`src/rtl/lcd_pkg.sv`:
```
// Shared types, HD44780 command constants and helpers for the lcd_ctrl sequencer.
// The init ROM contents here are only used when LCD_CTRL_INIT_EN is defined.
package lcd_pkg;

    typedef enum logic [2:0] {
        ST_POWERUP,
        ST_INIT,
        ST_IDLE,
        ST_SETUP,
        ST_PULSE,
        ST_HOLD,
        ST_WAIT
    } lcd_state_e;

    localparam logic [7:0] LCD_CMD_FUNC_SET = 8'h38;
    localparam logic [7:0] LCD_CMD_DISP_ON  = 8'h0C;
    localparam logic [7:0] LCD_CMD_CLEAR    = 8'h01;
    localparam logic [7:0] LCD_CMD_ENTRY    = 8'h06;

    localparam int LCD_INIT_DEPTH = 4;

    // Clear (01) and home (02/03) need the long execution time.
    function automatic logic is_slow_cmd(input logic rs, input logic [7:0] data);
        return !rs && (data inside {8'h01, 8'h02, 8'h03});
    endfunction

    function automatic logic [7:0] init_rom_byte(input logic [1:0] idx);
        logic [7:0] b;
        case (idx)
            2'd0:    b = LCD_CMD_FUNC_SET;
            2'd1:    b = LCD_CMD_DISP_ON;
            2'd2:    b = LCD_CMD_CLEAR;
            default: b = LCD_CMD_ENTRY;
        endcase
        return b;
    endfunction

    function automatic int max2(input int a, input int b);
        return (a > b) ? a : b;
    endfunction

endpackage

```
`src/rtl/lcd_timer.sv`:
```
// Loadable down-counter shared by every timed state of lcd_ctrl.
// Loading N-1 on state entry makes o_done true in the N-th cycle of the state.
module lcd_timer #(
    parameter int W = 8
) (
    input  logic         i_clk,
    input  logic         i_load,
    input  logic [W-1:0] i_load_val,
    output logic         o_done
);

    logic [W-1:0] cnt_reg;

    always_ff @(posedge i_clk) begin
        if (i_load) begin
            cnt_reg <= i_load_val;
        end else if (cnt_reg != '0) begin
            cnt_reg <= cnt_reg - 1'b1;
        end
    end

    assign o_done = (cnt_reg == '0);

endmodule

```
`src/rtl/lcd_ctrl.sv`:
```
// HD44780 write sequencer: one byte per valid/ready handshake, timed RS/EN/DATA pins.
// Define LCD_CTRL_INIT_EN to compile in the power-up wait and the 4-byte init sequence.
module lcd_ctrl
    import lcd_pkg::*;
#(
    parameter int T_POWERUP  = 2_500_000,
    parameter int T_SETUP    = 2,
    parameter int T_PULSE    = 12,
    parameter int T_HOLD     = 2,
    parameter int T_CMD_WAIT = 2_000,
    parameter int T_CLR_WAIT = 82_000
) (
    input  logic       i_clk,
    input  logic       i_rst,
    input  logic       i_req_vld,
    output logic       o_req_rdy,
    input  logic       i_req_rs,
    input  logic [7:0] i_req_data,
    output logic       o_busy,
    output logic       o_init_done,
    output logic [7:0] o_lcd_data,
    output logic       o_lcd_rs,
    output logic       o_lcd_rw,
    output logic       o_lcd_en,
    output logic       o_lcd_on
);

    localparam int MAX_T = max2(max2(max2(T_POWERUP, T_SETUP), max2(T_PULSE, T_HOLD)),
                                max2(T_CMD_WAIT, T_CLR_WAIT));
    localparam int CNT_W = $clog2(MAX_T + 1);

    localparam logic [CNT_W-1:0] L_SETUP = CNT_W'(T_SETUP - 1);
    localparam logic [CNT_W-1:0] L_PULSE = CNT_W'(T_PULSE - 1);
    localparam logic [CNT_W-1:0] L_HOLD  = CNT_W'(T_HOLD - 1);
    localparam logic [CNT_W-1:0] L_CMD   = CNT_W'(T_CMD_WAIT - 1);
    localparam logic [CNT_W-1:0] L_CLR   = CNT_W'(T_CLR_WAIT - 1);

    lcd_state_e       state_reg, state_next;
    logic [7:0]       data_reg, data_next;
    logic             rs_reg, rs_next;
    logic             slow_reg;
    logic             en_reg;
    logic             rdy_reg;
    logic             load_byte;
    logic             timer_load;
    logic [CNT_W-1:0] timer_val;
    logic             timer_done;

`ifdef LCD_CTRL_INIT_EN
    localparam logic [CNT_W-1:0] L_POWERUP = CNT_W'(T_POWERUP - 1);
    logic [2:0] rom_idx_reg;
    logic       start_init;
    logic       set_done;
    logic       init_done_reg;
`endif

    lcd_timer #(.W(CNT_W)) u_timer (
        .i_clk      (i_clk),
        .i_load     (timer_load),
        .i_load_val (timer_val),
        .o_done     (timer_done)
    );

    always_comb begin
        state_next = state_reg;
        load_byte  = 1'b0;
        data_next  = data_reg;
        rs_next    = rs_reg;
        timer_load = 1'b0;
        timer_val  = '0;
`ifdef LCD_CTRL_INIT_EN
        start_init = 1'b0;
        set_done   = 1'b0;
`endif
        case (state_reg)
`ifdef LCD_CTRL_INIT_EN
            ST_POWERUP: if (timer_done) start_init = 1'b1;
            ST_INIT:    start_init = 1'b1;
`else
            ST_POWERUP: state_next = ST_IDLE;
            ST_INIT:    state_next = ST_IDLE;
`endif
            ST_IDLE: begin
                if (i_req_vld && rdy_reg) begin
                    load_byte  = 1'b1;
                    data_next  = i_req_data;
                    rs_next    = i_req_rs;
                    state_next = ST_SETUP;
                    timer_load = 1'b1;
                    timer_val  = L_SETUP;
                end
            end
            ST_SETUP: begin
                if (timer_done) begin
                    state_next = ST_PULSE;
                    timer_load = 1'b1;
                    timer_val  = L_PULSE;
                end
            end
            ST_PULSE: begin
                if (timer_done) begin
                    state_next = ST_HOLD;
                    timer_load = 1'b1;
                    timer_val  = L_HOLD;
                end
            end
            ST_HOLD: begin
                if (timer_done) begin
                    state_next = ST_WAIT;
                    timer_load = 1'b1;
                    timer_val  = slow_reg ? L_CLR : L_CMD;
                end
            end
            ST_WAIT: begin
                if (timer_done) begin
`ifdef LCD_CTRL_INIT_EN
                    if (rom_idx_reg != 3'(LCD_INIT_DEPTH)) begin
                        start_init = 1'b1;
                    end else begin
                        set_done   = 1'b1;
                        state_next = ST_IDLE;
                    end
`else
                    state_next = ST_IDLE;
`endif
                end
            end
            default: state_next = ST_IDLE;
        endcase

`ifdef LCD_CTRL_INIT_EN
        // INIT resolves in the same cycle it is reached, so init bytes get the
        // same SETUP/PULSE/HOLD/WAIT timeline as software requests.
        if (start_init) begin
            load_byte  = 1'b1;
            data_next  = init_rom_byte(rom_idx_reg[1:0]);
            rs_next    = 1'b0;
            state_next = ST_SETUP;
            timer_load = 1'b1;
            timer_val  = L_SETUP;
        end
`endif

        if (i_rst) begin
            timer_load = 1'b1;
`ifdef LCD_CTRL_INIT_EN
            timer_val  = L_POWERUP;
`else
            timer_val  = '0;
`endif
        end
    end

    always_ff @(posedge i_clk) begin
        if (i_rst) begin
            data_reg <= 8'h00;
            rs_reg   <= 1'b0;
            slow_reg <= 1'b0;
            en_reg   <= 1'b0;
`ifdef LCD_CTRL_INIT_EN
            state_reg     <= ST_POWERUP;
            rdy_reg       <= 1'b0;
            rom_idx_reg   <= 3'd0;
            init_done_reg <= 1'b0;
`else
            state_reg <= ST_IDLE;
            rdy_reg   <= 1'b1;
`endif
        end else begin
            state_reg <= state_next;
            en_reg    <= (state_next == ST_PULSE);
            rdy_reg   <= (state_next == ST_IDLE);
            if (load_byte) begin
                data_reg <= data_next;
                rs_reg   <= rs_next;
                slow_reg <= is_slow_cmd(rs_next, data_next);
            end
`ifdef LCD_CTRL_INIT_EN
            if (start_init) rom_idx_reg <= rom_idx_reg + 3'd1;
            if (set_done) init_done_reg <= 1'b1;
`endif
        end
    end

    assign o_req_rdy  = rdy_reg;
    assign o_busy     = ~rdy_reg;
    assign o_lcd_data = data_reg;
    assign o_lcd_rs   = rs_reg;
    assign o_lcd_en   = en_reg;
    assign o_lcd_rw   = 1'b0;
    assign o_lcd_on   = 1'b1;
`ifdef LCD_CTRL_INIT_EN
    assign o_init_done = init_done_reg;
`else
    assign o_init_done = 1'b1;
`endif

endmodule

```
`config.mk`:
```
export PLATFORM = sky130hd
export DESIGN_NAME = lcd_ctrl
export DESIGN_NICKNAME = d
export VERILOG_FILES = /design/src/rtl/lcd_pkg.sv /design/src/rtl/lcd_timer.sv /design/src/rtl/lcd_ctrl.sv
export SDC_FILE = /design/constraint.sdc
export NUM_CORES = 1
export LEC_CHECK = 0
export ABC_AREA = 1
export CORE_MARGIN = 2
export CORE_UTILIZATION = 49
export CTS_CLUSTER_SIZE = 25
export DETAILED_ROUTE_END_ITERATION = 10
export PLACE_DENSITY = 0.82
export SETUP_SLACK_MARGIN = 0.5
export SLEW_MARGIN = 20
export SYNTH_ARGS = -nofsm -noshare
export SYNTH_HDL_FRONTEND = slang
export SYNTH_SLANG_ARGS = --single-unit
```
`constraint.sdc`:
```
create_clock -name i_clk -period 2.7 [get_ports i_clk]
set_input_delay 0.405 -clock i_clk [delete_from_list [all_inputs] [get_ports i_clk]]
set_output_delay 0.405 -clock i_clk [all_outputs]
set_load 0.01 [all_outputs]
```
# Word-level counts from Yosys, hierarchy flattened
# Index checks and enable logic that the tools add are counted.
# totals
reg_bits	37
latchBits	0
ram_bits	0
mem_bits_ro	0
inputBits	12
elab_cells	51
memories	0
# classes
addsub	1
n_mul	0
div	0
n_lt_le_gt_ge	0
n_eq_ne	10
shifts	0
muxes	24
bitwise	1
n_reduce_logical	8
# op_table
cell	count
17-bit case mux with 4 select lines	1
22-bit 2-to-1 mux	3
17-bit 2-to-1 mux	2
22-bit zero test	1
22-bit nonzero test	1
22-bit by 1-bit subtractor with 22-bit output (second input constant)	1
8-bit by 2-bit == test with 1-bit output (second input constant)	2
8-bit 2-to-1 mux	2
3-bit 2-to-1 mux	5
3-bit case mux with 5 select lines	1
3-bit == test (second input constant)	4
3-bit by 2-bit == test with 1-bit output (second input constant)	3
8-bit by 1-bit == test with 1-bit output (second input constant)	1
1-bit 2-to-1 mux	8
4-bit 2-to-1 mux	1
3-bit nonzero test	1
3-bit OR reduction	1
1-bit logical AND	2
1-bit case mux with 2 select lines	1
2-bit nonzero test	1
1-bit zero test	1
1-bit inverter	1

# Longest topological paths before layout
# Gate-level depths: netlist of run 1.
# depth
ltp_word	6
mapped_depth	9
mapped_depth_nobuf	9

# Hierarchy
# Synthesis of run 1 repeated with hierarchy kept, for this count alone.
# hier_totals
hier_cells	338
area_unflattened_um2	2361.0
# modules_own_cells
module	instances	cells_per_inst	area_each_um2	seq_area_each_um2
lcd_timer	1	200	1507.7	660.6
lcd_ctrl	1	138	853.3	300.3

# Worst setup path after synthesis of run 1
# OpenSTA, ideal clock, no wires.
# synth_path
path_type	reg2reg
start	register u_timer.cnt_reg[0]
end	register u_timer.cnt_reg[0] (enable)
arrival_time_ns	1.699
required_time_ns	2.321
path_slack_ns	0.622
stages_incl_launch_ff	8
path_buffers	0
cell_sequence	edfxtp_1 inv_1 ha_1 nand2_1 nor2_2 nand4_1 nand3_2 or2_1
# synth_via
elab_chain_len	5
word_cells_on_any_way	6
classes_between	mux (3); reduce/logical (3)
# synth_rtl
element	line_no	text
start, declared	lcd_timer.sv:12	logic [W-1:0] cnt_reg;
start signal, assigned	lcd_timer.sv:16	cnt_reg <= i_load_val;
start signal, assigned	lcd_timer.sv:18	cnt_reg <= cnt_reg - 1'b1;
22-bit zero test	lcd_timer.sv:22	assign o_done = (cnt_reg == '0);
1-bit 2-to-1 mux	lcd_ctrl.sv:94, lcd_ctrl.sv:101, lcd_ctrl.sv:108	
1-bit case mux with 2 select lines	lcd_ctrl.sv:75	case (state_reg)
1-bit 2-to-1 mux	lcd_ctrl.sv:144	if (i_rst) begin
2-bit nonzero test (no line) (*)	-	
# Every way passes the cells marked *; elsewhere a longest branch is shown, timed or not.
# A chain may end at the register's enable or synchronous reset.

# Worst setup path after layout of run 1
# layout_path
start	register u_timer.cnt_reg[0]
end	register u_timer.cnt_reg[3] (data pin)
# layout_via
elab_chain_len	5
word_cells_on_any_way	11
classes_between	add/sub (1); mux (9); reduce/logical (1)
# layout_rtl
element	line_no	text
branches (longest 4 deep; another with 22-bit by 1-bit subtractor with 22-bit output)	-	
22-bit 2-to-1 mux (*)	lcd_timer.sv:15	if (i_load) begin
# Mark *: on every way between the ends. The select of a mux whose other input is x is not followed.

==> run_results.csv, run 1 <==
group,metric,value,unit
status,status,"completed",
die,fp.dieH,70.6,um
detailed_routing,wl_per_cell,12.1,um
hold_path,hp-start,"o_lcd_data[2]",
global_routing,grt_overflow,0,
critical_path,rr_endpoint,"u_timer.cnt_reg[3]",
timing,fin_tns_setup,0,ps
timing,setup_viol,0,
finish,nets,326,
yosys,ys_ff_latch,37,
critical_path,crit_path_max_incr_delay,400,ps
global_routing,grt_pass1_vias,1783,
global_routing,grt_usage,19.4,%
timing,min_period,1950,ps
power_and_ir_drop,p_leak,0.00118,uW
die,pin_count,27,
critical_path,start_kind,"flop",
yosys,syn_avg_cell_area,7.71,um2
detailed_routing,vias,1848,
timing,finalCritPeriodShare,72.3,%
finish,fillCellCount,414,
yosys,synth_edf_count,22,
yosys,syn-cell-area,0.00217,mm2
clock_tree,numCtsBuffers,5,
critical_path,crit_slowest_cell,"edfxtp_1",
place,port_buffers,23,
finish,layout_commonest_cell,"nand2_1",
finish,area_growth,17.7,%
critical_path,worst-path-max-fanout,15,
die,dieWidth,70.6,um
clock_tree,ctsResizeCount,1,
clock_tree,cts_hold_buf,0,
critical_path,endpoint_kind,"flop",
finish,final_util,59.2,%
finish,final_cell_mix,"nand2_1, nor2_1, inv_1",
timing,drv_slew,0,
detailed_routing,remaining_drc_errors,0,
critical_path,path_class,"reg -> reg",
clock_tree,cts_buffer_depth,2,
die,start_util,50.3,%
detailed_routing,finalWirelength,4400,um
hold_path,min_to,"o_lcd_data[2]",
yosys,ys.flop_type,"edfxtp_1",
detailed_routing,viasPerCell,5.08,
place,dp_hpwl,3310,um
clock_tree,clk_pin_slew_worst_paths,70,ps
detailed_routing,drt_first_iter_violations,123,
clock_tree,postCtsSetupRepairBufs,0,
power_and_ir_drop,vdd_drop_max,0.478,mV
critical_path,path_cells,"inv_1, ha_1, nand2_1, nor2_2, nand4_1, nand3_2, buf_4, inv_2, nand2_1, nand2_1",
critical_path,r2r_start,"u_timer.cnt_reg[0]",
critical_path,reg2reg_slack,750,ps
global_routing,antenna_found_initial,0,
run,max-cap-violations,0,
die,rows,24,
clock_tree,worstSkewPairLatency,280,ps
timing,fin_worst_skew,1.23,ps
yosys,synth-seq-area-share,44.2,%
finish,drive_above_1_share,12.5,%
critical_path,crit_path_start,"u_timer.cnt_reg[0]",
critical_path,required,2740,ps
finish,largest_reg_flops,22,
die,die_area,0.00499,mm2
die,core_area,0.00432,mm2
detailed_routing,drt_pass1_iterations,4,
timing,fmax,512,MHz
power_and_ir_drop,p_per_area,1210,mW/mm2
finish,antenna_cells,0,
yosys,synth_cell_types,32,
place,gp_congestion,0.910,
global_routing,grt_pass1_wl,7680,um
timing,rsz0062_at_grt,"false",
yosys,synthCells,282,
hold_path,hold_class,"reg -> reg",
hold_path,whs_path_depth,2,
critical_path,crit_path_frequent_cell,"nand2_1",
global_routing,grt_start_max_net_pins,23,
clock_tree,clockRootBuffer,"clkbuf_8",
clock_tree,htree_num_levels,2,
clock_tree,cts_tree,"built",
detailed_routing,ant_nets,0,
yosys,synthArstFlopShare,0,%
critical_path,arrival,1990,ps
yosys,yosys_warnings,0,
critical_path,reg2reg_depth,10,
timing,finalHoldViolations,0,
clock_tree,cts.sinks,37,
## synth_stat cells (5+ instances only)
cell type / count / area [um2]
nand3_1: 17 / 85.1
nand4_1: 6 / 37.5
dfxtp_1: 15 / 300
nor2_4: 5 / 56.3
nor2_2: 8 / 50.1
inv_1: 26 / 97.6
nand2_1: 74 / 278
edfxtp_1: 22 / 661
nand2_2: 6 / 37.5
xor2_1: 11 / 96.3
a21oi_1: 10 / 50.1
o21ai_0: 9 / 45.0
nor2_1: 41 / 154
## where the power goes
part,switching (uW),internal [uW]
combinational,1080,632
sequential,159,838
clock,182,202
total,1420,1670
## layout make-up
type | count | area (um2) | share of cell area [%]
clock buffer | 7 | 86.3 | 3.37
inverter | 31 | 116 | 4.55
multi-input combinational | 210 | 1070 | 41.8
sequential | 37 | 961 | 37.6
tap | 52 | 65.1 | 2.54
timing repair buffer | 27 | 260 | 10.2
## routing by layer
metal | vias to the layer above | share of wire (%) | global-route usage, %
met5 | - | 0 | 0
li1 | 951 | - | -
met1 | 843 | 46 | 24.3
met2 | 47 | 48 | 32.8
met3 | 7 | 4.5 | 4.27
met4 | 0 | 1.4 | 7.55
## worst max-delay path: cells and delay by family (launching register included)
kind / cells / cell delay [ps]
adders and majority gates: 1 / 180
buffers and inverters: 3 / 470
DFF: 1 / 400
and+or+nand+nor: 6 / 640
## cells by family (layout without fill, tap and decap cells)
family                     after synthesis  after routing  synth area share, %
buffers and inverters                   36             65                 6.90
xor gates and xnor gates                14             14                 5.64
adders and majority gates                2              2                 1.15
and+or+nand+nor                        169            169                 36.5
DFF                                     37             37                 44.2
AOI/OAI and AO/OA                       22             22                 5.24
other                                    2              3                0.345
## worst max-delay path by stage
stage,to,depth (start not counted)
3_5_place_dp,u_timer.cnt_reg[11],6
3_3_place_gp,u_timer.cnt_reg[9],6
5_1_grt,u_timer.cnt_reg[6],10
4_1_cts,u_timer.cnt_reg[11],5
6_report,u_timer.cnt_reg[3],10
2_1_floorplan,u_timer.cnt_reg[0],7
## metrics by stage
stage               instance area, um2  total power (uW)  hold WS [ps]  worst slack, ps  std cells
floorplan                         2180              2290           459              622        283
global placement                  2470              2650           471              311        357
detailed placement                2470              2690           478              264        357
CTS                               2560              3090           488              631        364
global route                      2560              3360           533              562        364
finish                            2560              3090           488              748        364
Note: power is estimated with default switching activity, not from simulation.
==> inputs of run 2 (changes only) <==
- clock period: 2.7 -> 1.8 ns (I/O delays scaled with it)
==> run 2 against run 1 <==
Non-clock buffer count increased by 56. Utilization rose by 17 points. Die area is the same. Final area is 29% higher. Clock power is 95% higher. Global-route usage increased by 5.0 points. Via count up 17%. Critical endpoint is now u_timer.cnt_reg[6]. Critical path depth unchanged.
==> run_results.csv, run 2 (same netlist as run 1, synthesis figures left out) <==
group,metric,value,unit
critical_path,path_class,"reg -> reg",
critical_path,rr_endpoint,"u_timer.cnt_reg[6]",
critical_path,crit_end,"u_timer.cnt_reg[6]",
critical_path,reg2reg_depth,10,
timing,fin_worst_skew,7.74,ps
detailed_routing,wl_per_cell,13.7,um
power_and_ir_drop,vdd_drop_max,0.794,mV
timing,rsz0062_at_grt,"true",
timing,fmax,567,MHz
power_and_ir_drop,p_per_area,2040,mW/mm2
finish,drive_above_1_share,36.9,%
clock_tree,cts.sinks,37,
die,start_util,50.3,%
critical_path,reg2reg_slack,40,ps
critical_path,r2r_start,"u_timer.cnt_reg[2]",
finish,largest_reg_flops,22,
detailed_routing,finalWirelength,5770,um
critical_path,required,1850,ps
detailed_routing,remaining_drc_errors,0,
clock_tree,clk_pin_slew_worst_paths,70,ps
clock_tree,cts_buffer_depth,2,
critical_path,start_kind,"flop",
global_routing,grt_start_max_net_pins,13,
timing,finalCritPeriodShare,98.0,%
global_routing,grt_pass1_vias,2182,
finish,antenna_cells,0,
die,die_area,0.00499,mm2
detailed_routing,vias,2156,
detailed_routing,ant_nets,0,
die,fp.dieH,70.6,um
clock_tree,htree_num_levels,2,
place,dp_hpwl,3650,um
clock_tree,clockRootBuffer,"clkbuf_8",
die,dieWidth,70.6,um
timing,finalHoldViolations,0,
critical_path,crit_path_start,"u_timer.cnt_reg[2]",
die,pin_count,27,
finish,nets,382,
clock_tree,numCtsBuffers,5,
detailed_routing,drt_pass1_iterations,4,
critical_path,endpoint_kind,"flop",
clock_tree,cts_tree,"built",
power_and_ir_drop,p_leak,0.00160,uW
timing,setup_viol,0,
timing,min_period,1760,ps
detailed_routing,viasPerCell,5.12,
timing,drv_slew,0,
global_routing,grt_overflow,0,
hold_path,whs_path_depth,2,
run,max-cap-violations,0,
place,port_buffers,23,
finish,final_cell_mix,"nand2_1, buf_4, nor2_1",
critical_path,worst-path-max-fanout,8,
die,core_area,0.00432,mm2
hold_path,hold_class,"reg -> reg",
global_routing,grt_pass1_wl,9520,um
die,rows,24,
timing,fin_tns_setup,0,ps
finish,area_growth,51.6,%
clock_tree,worstSkewPairLatency,300,ps
critical_path,arrival,1810,ps
finish,layout_commonest_cell,"nand2_1",
global_routing,antenna_found_initial,0,
global_routing,grt_usage,24.3,%
status,status,"completed",
detailed_routing,drt_first_iter_violations,154,
place,gp_congestion,0.861,
finish,stdcell_count,421,
place,dp_cells,373,
[run 2: how the worst min path moves through the flow]
| stage | start | to | slack [ps] |
|---|---|---|---|
| final | o_lcd_data[2] | o_lcd_data[2] | 500 |
| after floorplan | i_req_rs | o_lcd_rs | 420 |
| after global placement | slow_reg | slow_reg | 470 |
| after CTS | o_lcd_data[2] | o_lcd_data[2] | 490 |
| after detailed placement | o_lcd_data[2] | o_lcd_data[2] | 480 |
| after global routing | slow_reg | slow_reg | 540 |
[run 2: per-layer routing]
metal | up-vias | track usage, % | part of all wire (%)
met5 | - | 0 | 0
met4 | 0 | 10.7 | 1.5
met3 | 10 | 5.13 | 4.0
met2 | 53 | 45.2 | 54
met1 | 1028 | 26.7 | 40
li1 | 1065 | - | -
[run 2: stage by stage]
stage | util (%) | hold WS [ps] | setup WS [ps] | power [uW] | cell area (um2)
after floorplan | - | 420 | 123 | 3620 | 2250
after global placement | 62.3 | 471 | 47.7 | 4560 | 2700
after detailed placement | 62.3 | 484 | 25.9 | 4640 | 2700
after CTS | 73.5 | 493 | 82.1 | 6280 | 3180
after global routing | 76.2 | 538 | -50.1 | 7180 | 3300
final | 76.2 | 495 | 35.8 | 6730 | 3300
[run 2: worst max-delay path, stage by stage, from the launching register on]
cell and delay, ps:
edfxtp_1 500, nor2_4 180, nand2_2 80, nor2_4 90
nand4_1 160, nand3_2 120, buf_6 100, buf_12 130
inv_8 50, nand2_1 60, nand2_1 40
[run 2: cell type report]
type | instances | area, um2
repair buffers | 83 | 759
well taps | 52 | 65.1
clock buffers | 6 | 82.6
inverters | 31 | 124
fillers | 304 | 1030
multi-input cells | 210 | 1260
flip-flops and latches | 37 | 967
clock inverters | 2 | 36.3
[run 2: power by group]
part	switching, uW	internal [uW]	total (uW)
sequential	248	1260	1510
clock	296	451	747
combinational	2330	2140	4470
total	2870	3850	6730
[run 2: what timing repair did]
item / 4_1_cts / 5_1_grt
pin swaps: 22 / 18
setup buffers: 28 / 11
endpoints found under the setup margin: 62 / 51
resized for setup: 55 / 11
cloned: 1 / 0
hold buffers: 0 / 0
